<file path="src/rtl/issue_queue.sv">
// In-order decode-to-exec instruction FIFO; 1-cycle minimum latency, no bypass.
// Enqueue stalls only on full; flush discards all entries synchronously.
module issue_queue #(
    parameter int DEPTH  = 4,
    parameter int DATA_W = 64
) (
    input  logic                     clk,
    input  logic                     rst,
    input  logic                     decoded_valid_i,
    output logic                     decoded_ready_o,
    input  logic [DATA_W-1:0]        decoded_data_i,
    output logic                     issue_valid_o,
    input  logic                     issue_ready_i,
    output logic [DATA_W-1:0]        issue_data_o,
    input  logic                     flush_i,
    output logic [$clog2(DEPTH):0]   occupancy_o
);
    localparam int AW = $clog2(DEPTH);

    logic [AW:0]       rptr_q, rptr_d;
    logic [AW:0]       wptr_q, wptr_d;
    logic [DATA_W-1:0] mem_q [DEPTH];
    logic              empty, full, enq_fire, deq_fire;

    assign empty = (rptr_q == wptr_q);
    assign full  = (rptr_q[AW-1:0] == wptr_q[AW-1:0]) && (rptr_q[AW] != wptr_q[AW]);

    // Ready depends only on fullness so exec back-pressure never reaches decode combinationally.
    assign decoded_ready_o = !full;
    assign issue_valid_o   = !empty;
    assign issue_data_o    = mem_q[rptr_q[AW-1:0]];
    assign occupancy_o     = wptr_q - rptr_q;

    assign enq_fire = decoded_valid_i && decoded_ready_o;
    assign deq_fire = issue_valid_o && issue_ready_i;

    always_comb begin
        rptr_d = rptr_q;
        wptr_d = wptr_q;
        if (flush_i) begin
            rptr_d = '0;
            wptr_d = '0;
        end else begin
            if (enq_fire) wptr_d = wptr_q + 1'b1;
            if (deq_fire) rptr_d = rptr_q + 1'b1;
        end
    end

    always_ff @(posedge clk or negedge rst) begin
        if (!rst) begin
            rptr_q <= '0;
            wptr_q <= '0;
        end else begin
            rptr_q <= rptr_d;
            wptr_q <= wptr_d;
        end
    end

    // Payload storage needs no reset; validity is carried entirely by the pointers.
    always_ff @(posedge clk) begin
        if (enq_fire && !flush_i) begin
            mem_q[wptr_q[AW-1:0]] <= decoded_data_i;
        end
    end
endmodule

</file>
<file path="config.mk">
export PLATFORM = sky130hd
export DESIGN_NAME = issue_queue
export DESIGN_NICKNAME = d
export VERILOG_FILES = /design/src/rtl/issue_queue.sv
export SDC_FILE = /design/constraint.sdc
export NUM_CORES = 1
export LEC_CHECK = 0
export CAP_MARGIN = 20
export CORE_UTILIZATION = 30
export CTS_CLUSTER_DIAMETER = 50
export DETAILED_ROUTE_END_ITERATION = 16
export PLACE_DENSITY_LB_ADDON = 0.08
export SLEW_MARGIN = 20
export SYNTH_ARGS = -nofsm -noshare
export SYNTH_HDL_FRONTEND = slang
export SYNTH_SLANG_ARGS = --single-unit
export TNS_END_PERCENT = 50
</file>
<file path="constraint.sdc">
create_clock -name clk -period 6.8 [get_ports clk]
set_input_delay 1.36 -clock clk [delete_from_list [all_inputs] [get_ports clk]]
set_output_delay 1.36 -clock clk [all_outputs]
set_load 0.05 [all_outputs]
</file>
# Yosys cells after proc, flatten, opt, wreduce, memory -nomap -nowiden
# Memories as Yosys holds them, arrays and structs flattened.
# Cells that the tools add are included.
# word_totals
output_inout_bits	69
in_bits	69
mem_bits_rw	256
n_memories	1
word_cells	24
register_bits	6
# op_classes
n_reduce_logical	9
eq_ne	3
n_addsub	3
muxes	6
# mem_list
name	depth	width	rd	rd_clocked_by_memory_dff	write_ports	line	source
mem_q	4	64	1	0	1	22	logic [DATA_W-1:0] mem_q [DEPTH];
# ops
cell	n
3-bit 2-to-1 mux	4
3-bit by 1-bit adder with 3-bit output (second input constant)	2
1-bit logical AND	4
2-bit nonzero test	2
3-bit equality test	1
1-bit zero test	3
3-bit subtractor	1
2-bit equality test	1
1-bit 2-to-1 mux	2
1-bit inequality test	1

# Depth between registers and ports, before layout
# Gate-level depths: netlist of the first run.
# logic_depth
ltp_word	7
ltp_mapped	6
depth_no_buf	5

# Least setup slack after synthesis of the first run
# Ideal clock, no wire load.
# synth_path
path_type	reg-to-reg
startpoint	reg rptr_q[1]
endpoint	mem mem_q[0][0], enable pin
slack_ns	3.016
stages_incl_launch_ff	7
required_time_ns	6.370
arrival_ns	3.354
setup_time_ns	0.430
path_cell_list	dfrtp_1 > buf_2 > inv_1 > ha_1 > nand2_1 > or2_1 > and4b_1
# synth_via
elab_chain_len	7
# synth_lines
item	line	source
start: declaration	20	logic [AW:0] rptr_q, rptr_d;
start signal: assignment	54	rptr_q <= rptr_d;
2-bit equality test	26	assign full = (rptr_q[AW-1:0] == wptr_q[AW-1:0]) && (rptr_q[AW] != wptr_q[AW]);
1-bit logical AND	26	
1-bit zero test	29	assign decoded_ready_o = !full;
named net decoded_ready_o	10	output logic decoded_ready_o,
1-bit logical AND	34	assign enq_fire = decoded_valid_i && decoded_ready_o;
1-bit logical AND	61	if (enq_fire && !flush_i) begin
1-bit 2-to-1 mux	61	
1-bit 2-to-1 mux (implied by the code)	62	mem_q[wptr_q[AW-1:0]] <= decoded_data_i;
end: declaration	22	
# The timed path passes the listed nets, and every way through them passes these cells.

# Worst setup path after layout of the first run
# layout_path
startpoint	reg rptr_q[1]
endpoint	out occupancy_o[1]
# layout_via
elab_chain_len	1
# layout_lines
item	line	source
3-bit subtractor	32	assign occupancy_o = wptr_q - rptr_q;
end: declaration	16	output logic [$clog2(DEPTH):0] occupancy_o
# No other way between the ends.

==> run metrics, run 1 <==
synthesized area per cell around 25 µm²; Synth top cells by count edfxtp_1, mux4_2, ha_1; Num Clock Sinks 262; headroom to the max-slew limit between 40% and 50%; met2 usage 22.2%; run status finished, final reports clean; r2r setup slk 3450 ps; number of buffers created by CTS 35; Area growth, synth to finish 29.4%; first-pass GRT wire length 31.3 mm; crit path capture type output port; Synth area leaders edfxtp_1, mux4_2, dfrtp_1; Crit path arrival time 3240 ps; Sequential Power Share about a third; CP Cell Sequence buf_4, fa_1, inv_1, clkdlybuf4s50_1; FF+latch count, synth 262; IO Pins 138; CTS tree done; final wirelength roughly 21 mm; combinational power share 37.9%; Pins Over Slew Limit 0; utilization after layout 40.0%; CP max-delay cell clkdlybuf4s50_1; final period utilization 67.6%; Port Buffers 137; Storage cell area 0.00785 mm²; Yosys Warn Count 0; area of the multi-input gates about 0.0019 mm²; post_cts resized 0; Clk network pwr share 27.9%; crit path kind reg -> out; row cnt between 60 and 70; pwr dens 459 mW/mm²; Switching Share a little over a third; die width 183 µm; crit-path max cell delay 790 ps; most common cell in the netlist edfxtp_1; global-route met3 utilization 3.57%; synthesized area 0.00984 mm²; clock skew 11.8 ps; Final #Nets 638; area leader, netlist edfxtp_1; Root Buffer clkbuf_16; Setup Viol. Count Final 0; sequential area share after synthesis 79.6%; IR drop worst, VDD 0.000203 V; DRC Markers 0; Lkg Pwr 3.98 nW; Final min period ~4600 ps; die area 0.0335 mm²; EDFF count, synth 256; Primary FF master, synth edfxtp_1; Int Power 3.74 mW; Tot GR Track Use 12.6%; via/cell ratio 4.54; initial core utilization 30.9%; maxcap violations 0; Data required, critical path 5440 ps; H-tree Lvls 2; vias in the first global route around 5200; DR WL/cell slightly above 20 µm; Iter 0 DRT Violations 281; crit path buf inv count 3; number of setup buffers added after CTS 0; via count 4637; maximum clock rate 217 MHz; Fin. Hold Viols 0; Slew @ Worst Pin just over 800 ps; Synth top area share 78.1%; n_diodes 0; Mapped Cells 398; most used routing layer met2; met1 Use GR 14.8%; setup tns final 0 ps; RSZ-0062 raised after global routing no; Top Family by Delay on Critical Path buffers and inverters; syn_nets approximately 480; largest net degree at the start of global routing 49; crit start category flip-flop; Routed Antenna Nets 0; routability cong. 0.719; Final HPWL DP 11.8 mm; Pre-Repair DR Iteration Count 4; Longest Clk Path Bufs 3; # hold bufs at CTS 0; Synth cell types 35; share of cells above drive strength 1 between 20 and 25%; initial antenna violation count 0; Post-synth ARST share 2.29%; clk_lat worst skew 490 ps; clk slew on worst S/H paths 60 ps; Die Y approximately 180 µm; Hold Path Class reg -> reg; sw power 2.11 mW; GR Overflow Total 0; core area approximately 0.032 mm²; crit-path max FO 47; Filler cells 2914
[worst paths after layout]
| path | startpoint | cells after the start | to |
|---|---|---|---|
| worst max-delay path | rptr_q[1] | 4 | occupancy_o[1] |
| min in group asynchronous | rst | 1 | rptr_q[1] |
| worst min-delay path | wptr_q[2] | 2 | wptr_q[2] |
| worst min register to register | wptr_q[2] | 2 | wptr_q[2] |
| worst max register to register | rptr_q[1] | 6 | mem_q[0][31] |
| max in group asynchronous | rst | 1 | rptr_q[0] |
[cell type report]
cell class                      count  share of cell area [%]
Inverter                            5                   0.147
Clock buffer                       41                    7.13
Tap cell                          435                    4.27
Timing Repair Buffer              144                    11.2
Sequential cell                   262                    61.6
Clock inverter                     21                    1.14
Multi-Input combinational cell    113                    14.5
[through the flow]
step	cells	power, mW	setup WS, ps	hold slack [ps]	instance area [µm²]
floorplan	398	3.62	3020	570	9840
global placement	959	4.29	2620	590	11700
CTS	1021	5.96	2100	621	12700
global route	1021	6.11	2040	668	12700
finish	1021	5.85	2200	620	12700
detailed placement	959	4.30	2640	607	11700
[cell families after synthesis]
group,count (synthesis),share of synthesized area (%)
AND/OR/NAND/NOR,28,1.84
XOR/XNOR,2,0.254
flip-flops,262,79.6
buffers and inverters,23,1.75
adder cells (fa/ha/maj),8,1.09
AO/OA/AOI/OAI,10,0.686
multiplexers,65,14.8
[metal layers]
metal	routed length [µm]	up-vias
li1	-	2040
met1	8430	2420
met2	10500	140
met3	1240	37
met4	449	0
met5	0	-
[registers in the layout (all words and copies together) (netlist names)]
name / flops
rptr_q: 3
wptr_q: 3
mem_q: 256
[power groups by stage]
stage | logic (mW) | registers (mW) | clock network [mW]
floorplan | 1.62 | 2.00 | 0
global placement | 2.27 | 2.03 | 0
detailed placement | 2.26 | 2.03 | 0
CTS | 2.27 | 2.00 | 1.69
global route | 2.35 | 2.01 | 1.75
finish | 2.22 | 2.00 | 1.64
[cell usage in the layout (no fill, tap or decap), types with 2 or more instances in the layout]
| master | count |
|---|---|
| clkbuf_16 | 35 |
| or4_1 | 2 |
| buf_4 | 7 |
| nand2_1 | 4 |
| clkinv_1 | 7 |
| nor3b_1 | 2 |
| nor2_1 | 2 |
| mux4_2 | 64 |
| ha_1 | 7 |
| nand4b_1 | 4 |
| nand3_1 | 3 |
| inv_1 | 5 |
| clkbuf_1 | 5 |
| dfrtp_4 | 2 |
| and3_4 | 3 |
| a31oi_1 | 3 |
| a21oi_1 | 3 |
| edfxtp_1 | 256 |
| clkinvlp_4 | 5 |
| clkdlybuf4s50_1 | 137 |
| clkinv_2 | 5 |
| clkinv_4 | 2 |
| dfrtp_1 | 4 |
[worst min-delay path, delay by kind of cell (launching register included)]
kind / cells / cell delay, ps
flip-flops: 1 / 430
AND/OR/NAND/NOR: 1 / 80
AO/OA/AOI/OAI: 1 / 60
(Power assumes the default switching activity.)
==> inputs of run 2 (changes only) <==
==> constraint.sdc (replaced) <==
create_clock -name clk -period 4.25 [get_ports clk]
set_input_delay 0.85 -clock clk [delete_from_list [all_inputs] [get_ports clk]]
set_output_delay 0.85 -clock clk [all_outputs]
set_load 0.05 [all_outputs]
==> run 2 against run 1 <==
Effect of this change: die area did not move; final cell count hardly changed; register-to-register slack lost 2000 ps; design area increased by 1.6%; global-route usage rose by 0.26 points; setup slack worse by 1600 ps; count of clock-buffer cells in the layout increased by 2; clock power grew 76%; non-clock buffer count grew 3; largest power group unchanged; highest routed layer is now met5.
==> run metrics, run 2 (synthesis gave the netlist of run 1 again) <==
run status finished, final reports clean (unchanged); R2R depth 5 (was 6); Top Family by Delay on Critical Path buffers and inverters (unchanged); Slew @ Worst Pin 604 ps (was 819 ps); core area 0.0319 mm² (unchanged); utilization after layout 40.6% (was 40.0%); Crit path depth 4 (unchanged); Hold Crit Start wptr_q[2] (unchanged); row cnt 65 (unchanged); number of buffers created by CTS 36 (was 35); via count 4655 (was 4637); clk slew on worst S/H paths 50 ps (was 60 ps); Final #Nets 642 (was 638); vias in the first global route 5251 (was 5244); Longest Clk Path Bufs 3 (unchanged); final wirelength 20.9 mm (was 20.6 mm); crit path kind reg -> out (unchanged); Reg-to-Reg End mem_q[0][42] (was mem_q[0][31]); final period utilization a little under nine tenths; Num Clock Sinks 262 (unchanged); DRC Markers 0 (unchanged); headroom to the max-slew limit 59.6% (was 45.4%); maxcap violations 0 (unchanged); Pins Over Slew Limit 0 (unchanged); pwr dens 750 mW/mm² (was 459 mW/mm²); Tot GR Track Use 12.9% (was 12.6%); DP Worst Slack 1060 ps (was 2640 ps); via/cell ratio 4.55 (was 4.54); Fin. Hold Viols 0 (unchanged); die width 183 µm (unchanged); crit-path max cell delay 850 ps (was 790 ps); first-pass GRT wire length 31.8 mm (was 31.3 mm); Power Total 9.71 mW (was 5.85 mW); DR WL/cell 20.4 µm (was 20.2 µm); Crit path arrival time 2820 ps (was 3240 ps); crit-path max FO 9 (was 47); Worst Hold Depth 2 (unchanged); initial core utilization 30.9% (unchanged); Largest register FFs 256 (unchanged); Hold Path End wptr_q[2] (unchanged); crit path buf inv count 1 (was 3); most frequent cells in the layout edfxtp_1, clkdlybuf4s50_1, mux4_2, clkbuf_16, ha_1 (was edfxtp_1, clkdlybuf4s50_1, mux4_2, clkbuf_16); setup tns final 0 ps (unchanged); Die Y 183 µm (unchanged); largest net degree at the start of global routing 43 (was 49); share of cells above drive strength 1 22.4% (was 22.0%); CP max-delay cell clkdlybuf4s50_1 (unchanged); Port Buffers 137 (unchanged); CTS tree done (unchanged); post_cts resized 0 (unchanged); r2r setup slk 1460 ps (was 3450 ps); CP Cell Sequence ha_1, nand2_1, or2_1, clkdlybuf4s50_1 (was buf_4, fa_1, inv_1, clkdlybuf4s50_1); Iter 0 DRT Violations 171 (was 281); IR drop worst, VDD 0.000441 V (was 0.000203 V); Filler cells 2887 (was 2914); routability cong. 0.685 (was 0.719); H-tree Lvls 2 (unchanged); Worst R2R Start rptr_q[0] (was rptr_q[1]); crit path capture type output port (unchanged); Final min period between 3000 and 4000 ps; Pre-Repair DR Iteration Count 4 (unchanged); initial antenna violation count 1 (was 0); clock skew 9.31 ps (was 11.8 ps); RSZ-0062 raised after global routing no (unchanged); commonest non-fill, non-tap cell in the layout edfxtp_1 (unchanged); die area 0.0335 mm² (unchanged); Root Buffer clkbuf_16 (unchanged); crit start category flip-flop (unchanged); maximum clock rate 272 MHz; Final HPWL DP 11.9 mm (was 11.8 mm); slack of the critical path 578 ps (was 2200 ps); Setup Viol. Count Final 0 (unchanged); # hold bufs at CTS 0 (unchanged); number of setup buffers added after CTS 0 (unchanged); Routed Antenna Nets 0 (unchanged); Area growth, synth to finish 31.5% (was 29.4%); clk_lat worst skew 500 ps (was 490 ps); IO Pins 138 (unchanged); Data required, critical path 3400 ps (was 5440 ps); Hold Path Class reg -> reg (unchanged); GR Overflow Total 0 (unchanged); Lkg Pwr 4.07 nW (was 3.98 nW)
[run 2: cell types whose count changed in the layout (fill, tap and decap cells not counted), moves of 3 or more]
cell and change:
clkbuf_16 +3, bufinv_16 +3, buf_4 -3, buf_12 +6
[run 2: layer usage]
metal  vias to the layer above  track usage, %  wire (µm)
met3                        39            4.15       1350
met1                      2443            15.4       8570
li1                       2044               -          -
met5                         -               0         13
met2                       127            22.1      10500
met4                         2            4.07        450
[run 2: where the power goes]
part / leakage (nW) / switching (mW) / internal (mW) / total (mW)
clock network: 0.558 / 1.03 / 1.86 / 2.89
registers: 2.40 / 0.0852 / 3.10 / 3.18
logic: 1.11 / 2.30 / 1.34 / 3.64
[run 2: worst max-delay path by stage]
stage | start | to | slack, ps
finish | rptr_q[0] | decoded_ready_o | 580
global route | rptr_q[0] | decoded_ready_o | 430
CTS | rptr_q[0] | decoded_ready_o | 540
detailed placement | flush_i | mem_q[1][21] | 1060
global placement | rptr_q[0] | decoded_ready_o | 1120
floorplan | rptr_q[1] | mem_q[0][0] | 470
[run 2: area by class of cell]
cell class,instances,area (µm²),area share [%]
clock inverter,16,193,1.49
clock buffer,43,970,7.49
timing repair buffer,147,1520,11.8
multi-input combinational,113,1850,14.3
antenna,1,2.50,0.0193
inverter,5,18.8,0.145
tap,435,544,4.20
sequential,262,7850,60.6
[run 2: per-stage QoR]
step | instance area, µm² | cells | hold slack (ps)
finish | 12900 | 1022 | 596
global route | 12900 | 1021 | 614
CTS | 12900 | 1021 | 596
detailed placement | 11800 | 962 | 590
global placement | 11800 | 962 | 593
floorplan | 9840 | 398 | 554
[run 2: worst register-to-register path, delay by kind of cell, from the launching register on]
| family | cells | cell delay (ps) |
|---|---|---|
| buffers and inverters | 1 | 430 |
| adder cells (fa/ha/maj) | 1 | 410 |
| flip-flops | 1 | 570 |
| AND/OR/NAND/NOR | 3 | 1030 |
==> inputs of run 3 (changes only) <==
--- a/config.mk
+++ b/config.mk
@@ -5,10 +5,12 @@
 export SDC_FILE = /design/constraint.sdc
 export NUM_CORES = 1
 export LEC_CHECK = 0
+export ABC_AREA = 1
 export CAP_MARGIN = 20
 export CORE_UTILIZATION = 30
 export CTS_CLUSTER_DIAMETER = 50
 export DETAILED_ROUTE_END_ITERATION = 16
+export MAX_ROUTING_LAYER = met4
 export PLACE_DENSITY_LB_ADDON = 0.08
 export SLEW_MARGIN = 20
 export SYNTH_ARGS = -nofsm -noshare
==> run 3 against run 2 <==
Effect of this change: design area is 0.34% higher; core utilization shrank 0.78 points; global-route usage grew 2.1 points; count of clock-buffer cells in the layout unchanged; non-clock buffer count up 6; routed wire length is 16% higher; register-to-register slack worse by 450 ps; combinational power is 58% lower; power fell by 26%; synthesized area up 1.5%; critical endpoint is now issue_data_o[31]; largest cell class unchanged.
==> run metrics, run 3 <==
Final min period 3950 ps (was 3670 ps); most used routing layer met2 (unchanged); routability cong. 0.733 (was 0.685); Fin. Hold Viols 0 (unchanged); DP Worst Slack 806 ps (was 1060 ps); r2r setup slk 1010 ps (was 1460 ps); largest net degree at the start of global routing 68 (was 43); area leader, netlist edfxtp_1 (unchanged); CP Cell Sequence inv_4, buf_4, nor2_1, o22ai_1, clkdlybuf4s50_1 (was ha_1, nand2_1, or2_1, clkdlybuf4s50_1); placed cells 1240 (was 962); DR WL/cell 18.6 µm (was 20.4 µm); maxcap violations 0 (unchanged); via/cell ratio 4.66 (was 4.55); post_cts resized 0 (unchanged); met1 Use GR 18.4% (was 15.4%); start point of the critical path rptr_q[0] (unchanged); Filler cells 3049 (was 2887); die area 0.0340 mm² (was 0.0335 mm²); CTS tree done (unchanged); Reg-to-Reg End mem_q[3][55] (was mem_q[0][42]); Iter 0 DRT Violations 334 (was 171); number of buffers created by CTS 35 (was 36); Critical Path Sink issue_data_o[31] (was decoded_ready_o); number of setup buffers added after CTS 0 (unchanged); Final HPWL DP 13.6 mm (was 11.9 mm); most frequent cells in the layout edfxtp_1, clkdlybuf4s50_1, nor2_1, o21ai_0, o22ai_1 (was edfxtp_1, clkdlybuf4s50_1, mux4_2, clkbuf_16, ha_1); R2R depth 9 (was 5); Num Clock Sinks 262 (unchanged); crit path kind reg -> out (unchanged); DP Area 0.0119 mm² (was 0.0118 mm²); vias in the first global route 6339 (was 5251); Primary FF master, synth edfxtp_1 (unchanged); CP max-delay cell clkdlybuf4s50_1 (unchanged); row cnt 66 (was 65); IO Pins 138 (unchanged); global-route met3 utilization 3.56% (was 4.15%); Routed Antenna Nets 0 (unchanged); syn_nets 765 (was 475); Die Y 184 µm (was 183 µm); Post-synth ARST share 2.29% (unchanged); Root Buffer clkbuf_16 (unchanged); Yosys Warn Count 0 (unchanged); # hold bufs at CTS 0 (unchanged); final wirelength 24.3 mm (was 20.9 mm); Port Buffers 137 (unchanged); initial antenna violation count 1 (unchanged); Largest register FFs 256 (unchanged); core area 0.0326 mm² (was 0.0319 mm²); crit path buf inv count 3 (was 1); Longest Clk Path Bufs 3 (unchanged); non-filler instance count after layout 1303 (was 1022); FF+latch count, synth 262 (unchanged); DRC Markers 0 (unchanged); Synth top area share 77.0% (was 78.1%); commonest non-fill, non-tap cell in the layout edfxtp_1 (unchanged); GR Overflow Total 0 (unchanged); crit path capture type output port (unchanged); met2 usage 24.7% (was 22.1%); final period utilization 92.9% (was 86.4%); Tot GR Track Use 15.0% (was 12.9%); headroom to the max-slew limit 52.1% (was 59.6%); pwr dens 552 mW/mm² (was 750 mW/mm²); slack of the critical path 304 ps (was 578 ps); RSZ-0062 raised after global routing no (unchanged); Hold Path Class reg -> reg (unchanged); Power Total 7.17 mW (was 9.71 mW); Slew @ Worst Pin 719 ps (was 604 ps); die width 184 µm (was 183 µm); first-pass GRT wire length 36.9 mm (was 31.8 mm); Final #Nets 912 (was 642); initial core utilization 30.6% (was 30.9%); EDFF count, synth 256 (unchanged); maximum clock rate 253 MHz (was 272 MHz); sequential area share after synthesis 78.5% (was 79.6%); Synth cell types 20 (was 35); H-tree Lvls 2 (unchanged); share of cells above drive strength 1 9.07% (was 22.4%); Mapped Cells 688 (was 398); Crit path arrival time 3100 ps (was 2820 ps); synthesized area 0.00999 mm² (was 0.00984 mm²); Data required, critical path 3400 ps (about the same); crit-path max cell delay 880 ps (was 850 ps); Hold Crit Start wptr_q[0] (was wptr_q[2]); crit start category flip-flop (unchanged); Crit path depth 5 (was 4); Synth area leaders edfxtp_1, nor2_1, o21ai_0 (was edfxtp_1, mux4_2, dfrtp_1); IR drop worst, VDD 0.000265 V (was 0.000441 V); Lkg Pwr 4.33 nW (was 4.07 nW); design area 0.0130 mm² (was 0.0129 mm²); clock skew 12.2 ps (was 9.31 ps); Top Family by Delay on Critical Path buffers and inverters (unchanged); crit-path max FO 62 (was 9); Setup Viol. Count Final 0 (unchanged); Area growth, synth to finish 30.1% (was 31.5%); clk_lat worst skew 510 ps (was 500 ps); Pins Over Slew Limit 0 (unchanged); most common cell in the netlist edfxtp_1 (unchanged); via count 6078 (was 4655); Worst R2R Start rptr_q[1] (was rptr_q[0]); Synth top cells by count edfxtp_1, nor2_1, o21ai_0 (was edfxtp_1, mux4_2, ha_1); synthesized area per cell 14.5 µm² (was 24.7 µm²); run status finished, final reports clean (unchanged); clk slew on worst S/H paths 50 ps (about the same); Pre-Repair DR Iteration Count 5 (was 4)
[run 3: layout make-up]
class	count	area, µm²	share of cell area, %
Multi-Input combinational cell	368	1840	14.2
Clock buffer	43	906	6.97
Antenna cell	1	2.50	0.0193
Tap cell	442	553	4.26
Inverter	15	60.1	0.462
Timing Repair Buffer	153	1620	12.5
Sequential cell	262	7840	60.4
Clock inverter	19	165	1.27
[run 3: how the worst min path moves through the flow]
stage / to / slack (ps) / cells after the start
floorplan: wptr_q[0] / 520 / 2
global placement: wptr_q[0] / 570 / 2
detailed placement: wptr_q[0] / 570 / 2
CTS: wptr_q[0] / 580 / 2
global route: rptr_q[0] / 610 / 1
finish: wptr_q[0] / 580 / 2
[run 3: worst min-delay path, delay by kind of cell (launching register included)]
family | cells | cell delay [ps]
DFF | 1 | 400
and+or+nand+nor | 2 | 150
[run 3: routing by layer]
| metal | vias up | wire, µm |
|---|---|---|
| li1 | 2888 | - |
| met1 | 3013 | 10700 |
| met2 | 147 | 11800 |
| met3 | 30 | 1390 |
| met4 | 0 | 358 |
| met5 | - | 0 |
[run 3: cell families (layout without fill, tap and decap cells)]
family | Yosys count | after routing | synth area share, %
AO/OA/AOI/OAI | 192 | 192 | 10.4
other | 0 | 1 | 0
AND/OR/NAND/NOR | 167 | 167 | 6.54
adder cells (fa/ha/maj) | 8 | 8 | 1.08
XOR/XNOR | 1 | 1 | 0.0877
flip-flops | 262 | 262 | 78.5
buffers and inverters | 58 | 230 | 3.41
[run 3: where the power goes]
group          leakage [nW]  switching, mW  internal, mW
sequential             2.40         0.0303          2.91
combinational          1.41           1.06         0.469
clock                 0.518           1.05          1.65
[run 3: per-stage QoR]
step / TNS (ps) / hold WS (ps) / utilization (%)
after floorplan: -215150 / 524 / -
after global placement: 0 / 566 / 36.5
after detailed placement: 0 / 570 / 36.5
after CTS: 0 / 582 / 39.8
after global routing: 0 / 606 / 39.8
final: 0 / 583 / 39.8
